**config.mk**
```make
export PLATFORM = sky130hd
export DESIGN_NAME = sprite_sequencer
export DESIGN_NICKNAME = d
export VERILOG_FILES = /design/src/rtl/sprite_sequencer.sv
export SDC_FILE = /design/constraint.sdc
export NUM_CORES = 1
export LEC_CHECK = 0
export CORE_UTILIZATION = 52
export CTS_CLUSTER_DIAMETER = 30
export DETAILED_ROUTE_END_ITERATION = 10
export GPL_TIMING_DRIVEN = 0
export PLACE_DENSITY = 0.9
export SKIP_CTS_REPAIR_TIMING = 1
export SLEW_MARGIN = 20
export SYNTH_ARGS = -nofsm -noshare
export SYNTH_HDL_FRONTEND = slang
export SYNTH_SLANG_ARGS = --single-unit
```
**constraint.sdc**
```tcl
create_clock -name Clk -period 5.6 [get_ports Clk]
set_input_delay 1.12 -clock Clk [delete_from_list [all_inputs] [get_ports Clk]]
set_output_delay 1.12 -clock Clk [all_outputs]
set_load 0.01 [all_outputs]
```
**src/rtl/sprite_sequencer.sv**
```systemverilog
// Sprite sheet sequencer: picks the animation frame and draw position of one character,
// advancing only on rising edges of the VGA frame pulse.
module sprite_sequencer #(
   parameter int FRAME_DIV = 8,
   parameter int STEP      = 2,
   parameter int X_MIN     = 0,
   parameter int X_MAX     = 640,
   parameter int X_INIT    = 304,
   parameter int Y_INIT    = 400,
   parameter int HOP       = 8
) (
   input  logic       Clk,
   input  logic       Reset_n,
   input  logic       frame_clk,
   input  logic [1:0] dir,
   input  logic       act_req,
   output logic [3:0] sel,
   output logic [9:0] shape_x,
   output logic [9:0] shape_y,
   output logic       anim_busy,
   output logic [1:0] state_dbg
);

   // Encoding equals the sprite sheet row, so sel[3:2] is the state itself.
   typedef enum logic [1:0] {
      IDLE   = 2'd0,
      WALK_R = 2'd1,
      WALK_L = 2'd2,
      ACTION = 2'd3
   } state_t;

   localparam int DIV_W = (FRAME_DIV > 1) ? $clog2(FRAME_DIV) : 1;
   localparam logic [DIV_W-1:0] DIV_LAST = DIV_W'(FRAME_DIV - 1);
   localparam logic [10:0] X_RIGHT = 11'(X_MAX - 32);
   localparam logic [10:0] X_LEFT  = 11'(X_MIN);
   localparam logic [10:0] STEP_W  = 11'(STEP);
   localparam logic [9:0]  STEP_N  = 10'(STEP);
   localparam logic [9:0]  Y_REST  = 10'(Y_INIT);
   localparam logic [9:0]  Y_HOP   = 10'(Y_INIT - HOP);

   state_t           state, state_next, target;
   logic             frame_clk_d, tick_arm, tick;
   logic             act_pend, act_pend_next;
   logic [DIV_W-1:0] div, div_next;
   logic [3:0]       sel_next;
   logic [9:0]       x_next, y_next;
   logic [10:0]      x_wide, x_inc;
   logic             busy_next;

   // tick_arm blocks the first cycle after reset release, so a frame_clk that is
   // already high (or rises right at release) does not count as an edge.
   assign tick      = frame_clk & ~frame_clk_d & tick_arm;
   assign x_wide    = {1'b0, shape_x};
   assign x_inc     = x_wide + STEP_W;
   assign state_dbg = state;

   always_ff @(posedge Clk or negedge Reset_n) begin
      if (!Reset_n) begin
         state       <= IDLE;
         sel         <= 4'd0;
         shape_x     <= 10'(X_INIT);
         shape_y     <= Y_REST;
         anim_busy   <= 1'b0;
         div         <= '0;
         act_pend    <= 1'b0;
         frame_clk_d <= 1'b0;
         tick_arm    <= 1'b0;
      end else begin
         state       <= state_next;
         sel         <= sel_next;
         shape_x     <= x_next;
         shape_y     <= y_next;
         anim_busy   <= busy_next;
         div         <= div_next;
         act_pend    <= act_pend_next;
         frame_clk_d <= frame_clk;
         tick_arm    <= 1'b1;
      end
   end

   always_comb begin
      state_next    = state;
      div_next      = div;
      sel_next      = sel;
      x_next        = shape_x;
      busy_next     = anim_busy;
      act_pend_next = act_pend;
      target        = IDLE;

      if (act_req && state != ACTION) act_pend_next = 1'b1;

      if (state == ACTION || act_pend) target = ACTION;
      else if (dir == 2'b01)           target = WALK_R;
      else if (dir == 2'b10)           target = WALK_L;
      else                             target = IDLE;

      if (tick) begin
         if (target != state) begin
            state_next = target;
            sel_next   = {target, 2'b00};
            div_next   = '0;
            busy_next  = (target == ACTION);
            if (target == ACTION) act_pend_next = 1'b0;
         end else begin
            if (div == DIV_LAST) begin
               div_next = '0;
               // Only the action row reaches frame 15; its last advance ends the sequence.
               if (sel == 4'd15) begin
                  state_next = IDLE;
                  sel_next   = 4'd0;
                  busy_next  = 1'b0;
               end else begin
                  sel_next = {sel[3:2], sel[1:0] + 2'd1};
               end
            end else begin
               div_next = div + DIV_W'(1);
            end

            if (state == WALK_R) begin
               x_next = (x_inc > X_RIGHT) ? X_RIGHT[9:0] : x_inc[9:0];
            end else if (state == WALK_L) begin
               x_next = (x_wide < X_LEFT + STEP_W) ? X_LEFT[9:0] : shape_x - STEP_N;
            end
         end
      end

      y_next = (sel_next == 4'd13 || sel_next == 4'd14) ? Y_HOP : Y_REST;
   end

endmodule

```
======== Word-level counts from Yosys, hierarchy flattened ========
Index checks and enable logic that the tools add are counted.
W data, S select, Z words.
word-level totals
  flip-flop bits (word level) ............. 33
  output and inout bits ................... 27
  word-level logic and storage cells ...... 63
operators by class
  add/sub/neg operators ................... 4
  order comparisons ....................... 2
  equal/unequal tests ..................... 12
  multiplexer cells ....................... 24
  bitwise gates (word level) .............. 4
  reductions and logical operators ........ 8
operators with widths
  cell                     count
  $mux W10                 4
  $mux W4                  4
  $eq A4 B4 Y1 const B     3
  $mux W2                  6
  $add A10 B2 Y11 const B  1
  $gt A11 B10 Y1 const B   1
  $lt A10 B2 Y1 const B    1
  $sub A10 B2 Y10 const B  1
  $eq A2 B2 Y1 const B     4
  $mux W1                  7
  $mux W3                  2
  $reduce_and A3 Y1        2
  $reduce_bool A2 Y1       3
  $mux W5                  1
  $eq A2 B1 Y1 const B     2
  $add A3 B1 Y3 const B    1
  $eq A3 B3 Y1 const B     1
  $add A2 B1 Y2 const B    1
  $and A1 B1 Y1            2
  $logic_or A1 B1 Y1       2
  $ne A2 B2 Y1             1
  $ne A2 B2 Y1 const B     1
  $not A1 Y1               2
  $logic_and A1 B1 Y1      1

======== Longest topological paths before layout ========
Gate-level depths: netlist of the first run.
  depth in word-level cells ............... 10
  gate-level depth with buffers ........... 9
  depth with buffers taken out ............ 8

======== Worst setup path before layout of the first run ========
Ideal clock, no wire load.
  path type ............................... input port to flip-flop
  start point ............................. input dir[0]
  end point ............................... register shape_x[3]
  setup time .............................. 131 ps
  arrival ................................. 2524 ps
  setup slack ............................. 2945 ps
  stages on the path ...................... 7
  buffers on the path ..................... 1
  cells stage by stage .................... or3b_1 o21ai_2 a22oi_2 or3_1 buf_2 a2111oi_4 a21oi_1
on the way
  word-level cells in the longest chain between the ends .. 7
  elaborated cells on any way between the ends .. 8
RTL lines
  element                               RTL line  text
  start, declared                       15        input logic [1:0] dir,
  $eq A2 B2 Y1                          94        else if (dir == 2'b10) target = WALK_L;
  $mux W2                               94
  $mux W2 *                             93        else if (dir == 2'b01) target = WALK_R;
  $mux W2 *                             92        if (state == ACTION || act_pend) target = ACTION;
  $ne A2 B2 Y1 *                        98        if (target != state) begin
  $not A1 Y1 (no source line) *         --
  $reduce_and A3 Y1 (no source line) *  --
  end signal, assigned                  61        shape_x <= 10'(X_INIT);
  end signal, assigned                  71        shape_x <= x_next;
  end, declared                         18        output logic [9:0] shape_x,
Every way passes the cells marked *; elsewhere a longest branch is shown, timed or not.
A chain may end at the register's enable or synchronous reset.

======== Worst setup path in the final report of the first run ========
  start point ............................. input dir[1]
  end point ............................... register shape_x[3]
The elaborated chain is that of the path after synthesis.

==> results of run 1 <==
final cells by class:
class                      instances  area (sq um)
buffer                            24           139
clock buffer                       4          36.3
fill                             316          1180
inverter                           8          30.0
multi-input combinational        170          1090
sequential                        24           606
tap                               46          57.6
timing repair buffer              23           225
through the flow:
step           cell area (sq um)  setup slack [ps]  cells  hold slack (ps)  power [mW]
5_1_grt                     2180              2510    299              574       0.976
2_1_floorplan               1860              2950    226              454       0.622
3_5_place_dp                2150              2310    295              500       0.804
3_3_place_gp                2150              2360    295              472       0.785
6_report                    2180              2640    299              530       0.905
4_1_cts                     2190              2650    299              540       0.900
cell usage after synthesis, types with 2 or more instances:
library cell                count
sky130_fd_sc_hd__dfstp_2        4
sky130_fd_sc_hd__a311oi_1       3
sky130_fd_sc_hd__o221ai_1       2
sky130_fd_sc_hd__dfrtp_1       20
sky130_fd_sc_hd__o21ai_0        6
sky130_fd_sc_hd__clkbuf_1       8
sky130_fd_sc_hd__and2_1         2
sky130_fd_sc_hd__and4_1         2
sky130_fd_sc_hd__o21ai_2        2
sky130_fd_sc_hd__nand3_1        8
sky130_fd_sc_hd__nor2b_1        4
sky130_fd_sc_hd__mux2i_1        2
sky130_fd_sc_hd__nor3_2         2
sky130_fd_sc_hd__a31oi_1        5
sky130_fd_sc_hd__a22o_1         2
sky130_fd_sc_hd__nand2_1       23
sky130_fd_sc_hd__conb_1         2
sky130_fd_sc_hd__nand2b_1       2
sky130_fd_sc_hd__a21oi_1       11
sky130_fd_sc_hd__or3_1          3
sky130_fd_sc_hd__nor2_1        17
sky130_fd_sc_hd__nand3b_1       2
sky130_fd_sc_hd__buf_4          9
sky130_fd_sc_hd__o2111ai_1      2
sky130_fd_sc_hd__nand4b_1       2
sky130_fd_sc_hd__nor3_1         6
sky130_fd_sc_hd__o21ai_1        4
sky130_fd_sc_hd__and3b_1        2
sky130_fd_sc_hd__and3_1         3
sky130_fd_sc_hd__ha_1           7
sky130_fd_sc_hd__nand4_1        6
sky130_fd_sc_hd__o22ai_1        3
sky130_fd_sc_hd__buf_2          6
sky130_fd_sc_hd__inv_1          8
sky130_fd_sc_hd__nor4_1         2
worst paths after layout:
check	startpoint	endpoint	slack, ps	cells past startpoint
min in group asynchronous	Reset_n	sel[1]	750	1
hold / removal	div[2]	div[2]	530	2
max in group asynchronous	Reset_n	shape_y[4]	4470	1
hold reg to reg	div[2]	div[2]	530	2
setup reg to reg	shape_x[2]	shape_x[6]	2820	8
setup / recovery	dir[1]	shape_x[3]	2640	8
per-layer routing:
layer	global-route usage (%)	up-vias	share of wire (%)
met3	2.94	6	6.4
met4	9.21	0	0.77
met1	32.4	822	43
met5	0	-	0
li1	-	858	-
met2	43.6	69	50
registers in the layout (all words and copies together) (netlist names):
| signal | count |
|---|---|
| state_dbg | 2 |
| sel | 4 |
| shape_y | 2 |
| anim_busy | 1 |
| shape_x | 9 |
| act_pend | 1 |
| frame_clk_d | 1 |
| div | 3 |
| tick_arm | 1 |
where the power goes:
group | internal [mW] | switching [mW]
registers | 0.230 | 0.0626
clock network | 0.0398 | 0.0550
logic | 0.215 | 0.303
total | 0.484 | 0.420
cells by family (layout without fill, tap and decap cells):
kind of cell               count (synthesis)  count (layout)  synth area share (%)
DFF                                       24              24                  33.0
muxes                                      4               4                  2.46
xor gates and xnor gates                   1               1                 0.478
AOI/OAI and AO/OA                         57              57                  23.3
and+or+nand+nor                           91              91                  26.4
adders and majority gates                  7               7                  4.77
buffers and inverters                     32              59                  9.21
other                                      2              10                 0.409
critical path, delay by kind of cell:
family	cells	cell delay, ps
buffers and inverters	2	690
AO/OA/AOI/OAI	4	650
AND/OR/NAND/NOR	2	690
==> results by group, run 1 <==
Die
  • Cell row count: 21
  • Boundary pin count: 33
  • Floorplan die height: 61.4 um
  • Floorplan die area: 3770 sq um
  • Effective utilization at floorplan: 54.5%
  • Die extent in x: 61.4 um
  • Floorplan core area: 3360 sq um

STA
  • Relative slew margins: 55.1%
  • Slew at the pin closest to its max-slew limit: 667 ps
  • Minimum clock period: 2960 ps
  • Clock skew after layout: 3.79 ps
  • Final number of hold-violating endpoints: 0
  • Post-route fraction of the period consumed by the critical path: 52.8%
  • Unrepaired setup endpoints after global routing: false
  • Max Slew Vio Count: 0
  • Maximum clock frequency: 338 MHz
  • Setup_tns: 0 ps
  • # setup viols final: 0

Logic synthesis
  • Post-synthesis instance area: 1830 sq um
  • Proportion of synthesized chip area in sequential cells: 33.0%
  • Flip-flop and latch count after synthesis: 24
  • Synth unique cells: 61
  • Post-synthesis instance total: 218
  • Total of warnings raised by yosys: 0
  • Most used flip-flop cell after synthesis: sky130_fd_sc_hd__dfrtp_1
  • Number of synthesized flops with an enable pin: 0
  • Share of the synthesized area in the top cell type: 27.3%
  • Post-synthesis cell type with the largest combined area: sky130_fd_sc_hd__dfrtp_1
  • Top cells by area, synth: sky130_fd_sc_hd__dfrtp_1 27%, sky130_fd_sc_hd__dfstp_2 5.7%, sky130_fd_sc_hd__ha_1 4.8%
  • Fraction of registers with async set/reset: 100%
  • Average instance area after synthesis: 8.41 sq um

Clock network
  • Clock latency of the later-clocked register in the worst-skew pair: 320 ps
  • Clock tree from TritonCTS: built
  • H-tree levels: 1
  • Clock root buffer: sky130_fd_sc_hd__clkbuf_4
  • Reg clk slew, reported paths: 140 ps
  • Clock Tree Buf Depth: 2
  • TritonCTS sink count: 24
  • Total clock buffers created by CTS: 3

Global route
  • Total routing resource utilization after global routing: 25.2%
  • Via count of the first global-routing pass: 1517
  • Pin count of the biggest net entering global routing: 25
  • Antenna violations before repair: 0
  • Total gr overflow: 0
  • Wire length of the first global-routing pass: 6.94 mm

Power
  • Leak pwr: 0.914 nW
  • Power density over cell area: 414 nW/um^2
  • Largest vdd supply drop: 0.224 mV

Detailed routing
  • Sum of routed wire length over all layers: 4.42 mm
  • First-pass iteration count of the detailed router: 4
  • Initial drt markers: 196
  • Vias: 1755
  • Vias per Instance: 5.87
  • Final routed DRC violation total: 0
  • Average routed wire per standard cell: 14.8 um
  • Number of antenna-violating nets in the routed design: 0

Finish
  • Number of antenna cells inserted: 0
  • Commonest cells after routing, fill and taps aside: 23 x sky130_fd_sc_hd__nand2_1, 22 x sky130_fd_sc_hd__clkdlybuf4s50_1, 20 x sky130_fd_sc_hd__dfrtp_1, 17 x sky130_fd_sc_hd__nor2_1, 11 x sky130_fd_sc_hd__a21oi_1
  • Util after Layout: 64.9%
  • Nets@finish: 267
  • Most common library cell in the layout ignoring fill and taps: sky130_fd_sc_hd__nand2_1
  • Area growth from synthesis to layout: 19.0%
  • Fraction of layout instances using a drive strength above 1: 13.8%

Setup path
  • Cell type of the slowest stage on the worst timing path: sky130_fd_sc_hd__clkdlybuf4s50_1
  • CP Capture Type: flop
  • Startpoint class of the critical path: input pin
  • Critical path data required time: 5810 ps
  • Biggest fanout along the worst timing path: 7
  • Worst path cell trace: clkdlybuf4s50_1 -> or3b_1 -> o21ai_2 -> a22oi_2 -> or3_1 -> buf_2 -> a2111oi_4 -> a21oi_1
  • Critical path class: input pin to flop
  • Crit path largest cell delay: 520 ps
  • WP data arrival: 3170 ps

Job
  • Max-cap violations: 0

Placement
  • GP Congestion: 0.922
  • Port Buffers: 23
  • Placed wire-length estimate: 3.16 mm

Min path
  • Worst hold-check path type: flop to flop

Status
  • Outcome: finished clean
Note: power is estimated with default switching activity, not from simulation.
==> inputs of run 2 (changes only) <==
==> constraint.sdc (replaced) <==
create_clock -name Clk -period 2.93 [get_ports Clk]
set_input_delay 0.586 -clock Clk [delete_from_list [all_inputs] [get_ports Clk]]
set_output_delay 0.586 -clock Clk [all_outputs]
set_load 0.01 [all_outputs]
==> results of run 2 <==
The final DEF is identical to that of run 1. Status: finished clean.
Among the figures that moved: setup slack after placement 2310 ps -> 172 ps; setup slack after layout 2640 ps -> 145 ps; hold slack 530 ps -> 219 ps; start point of the critical path dir[1] -> shape_x[2]; end point of the critical path shape_x[3] -> shape_x[6]; register-to-register setup slack 2820 ps -> 150 ps; total power 0.905 mW -> 1.73 mW; worst IR drop on VDD 0.224 mV -> 0.428 mV
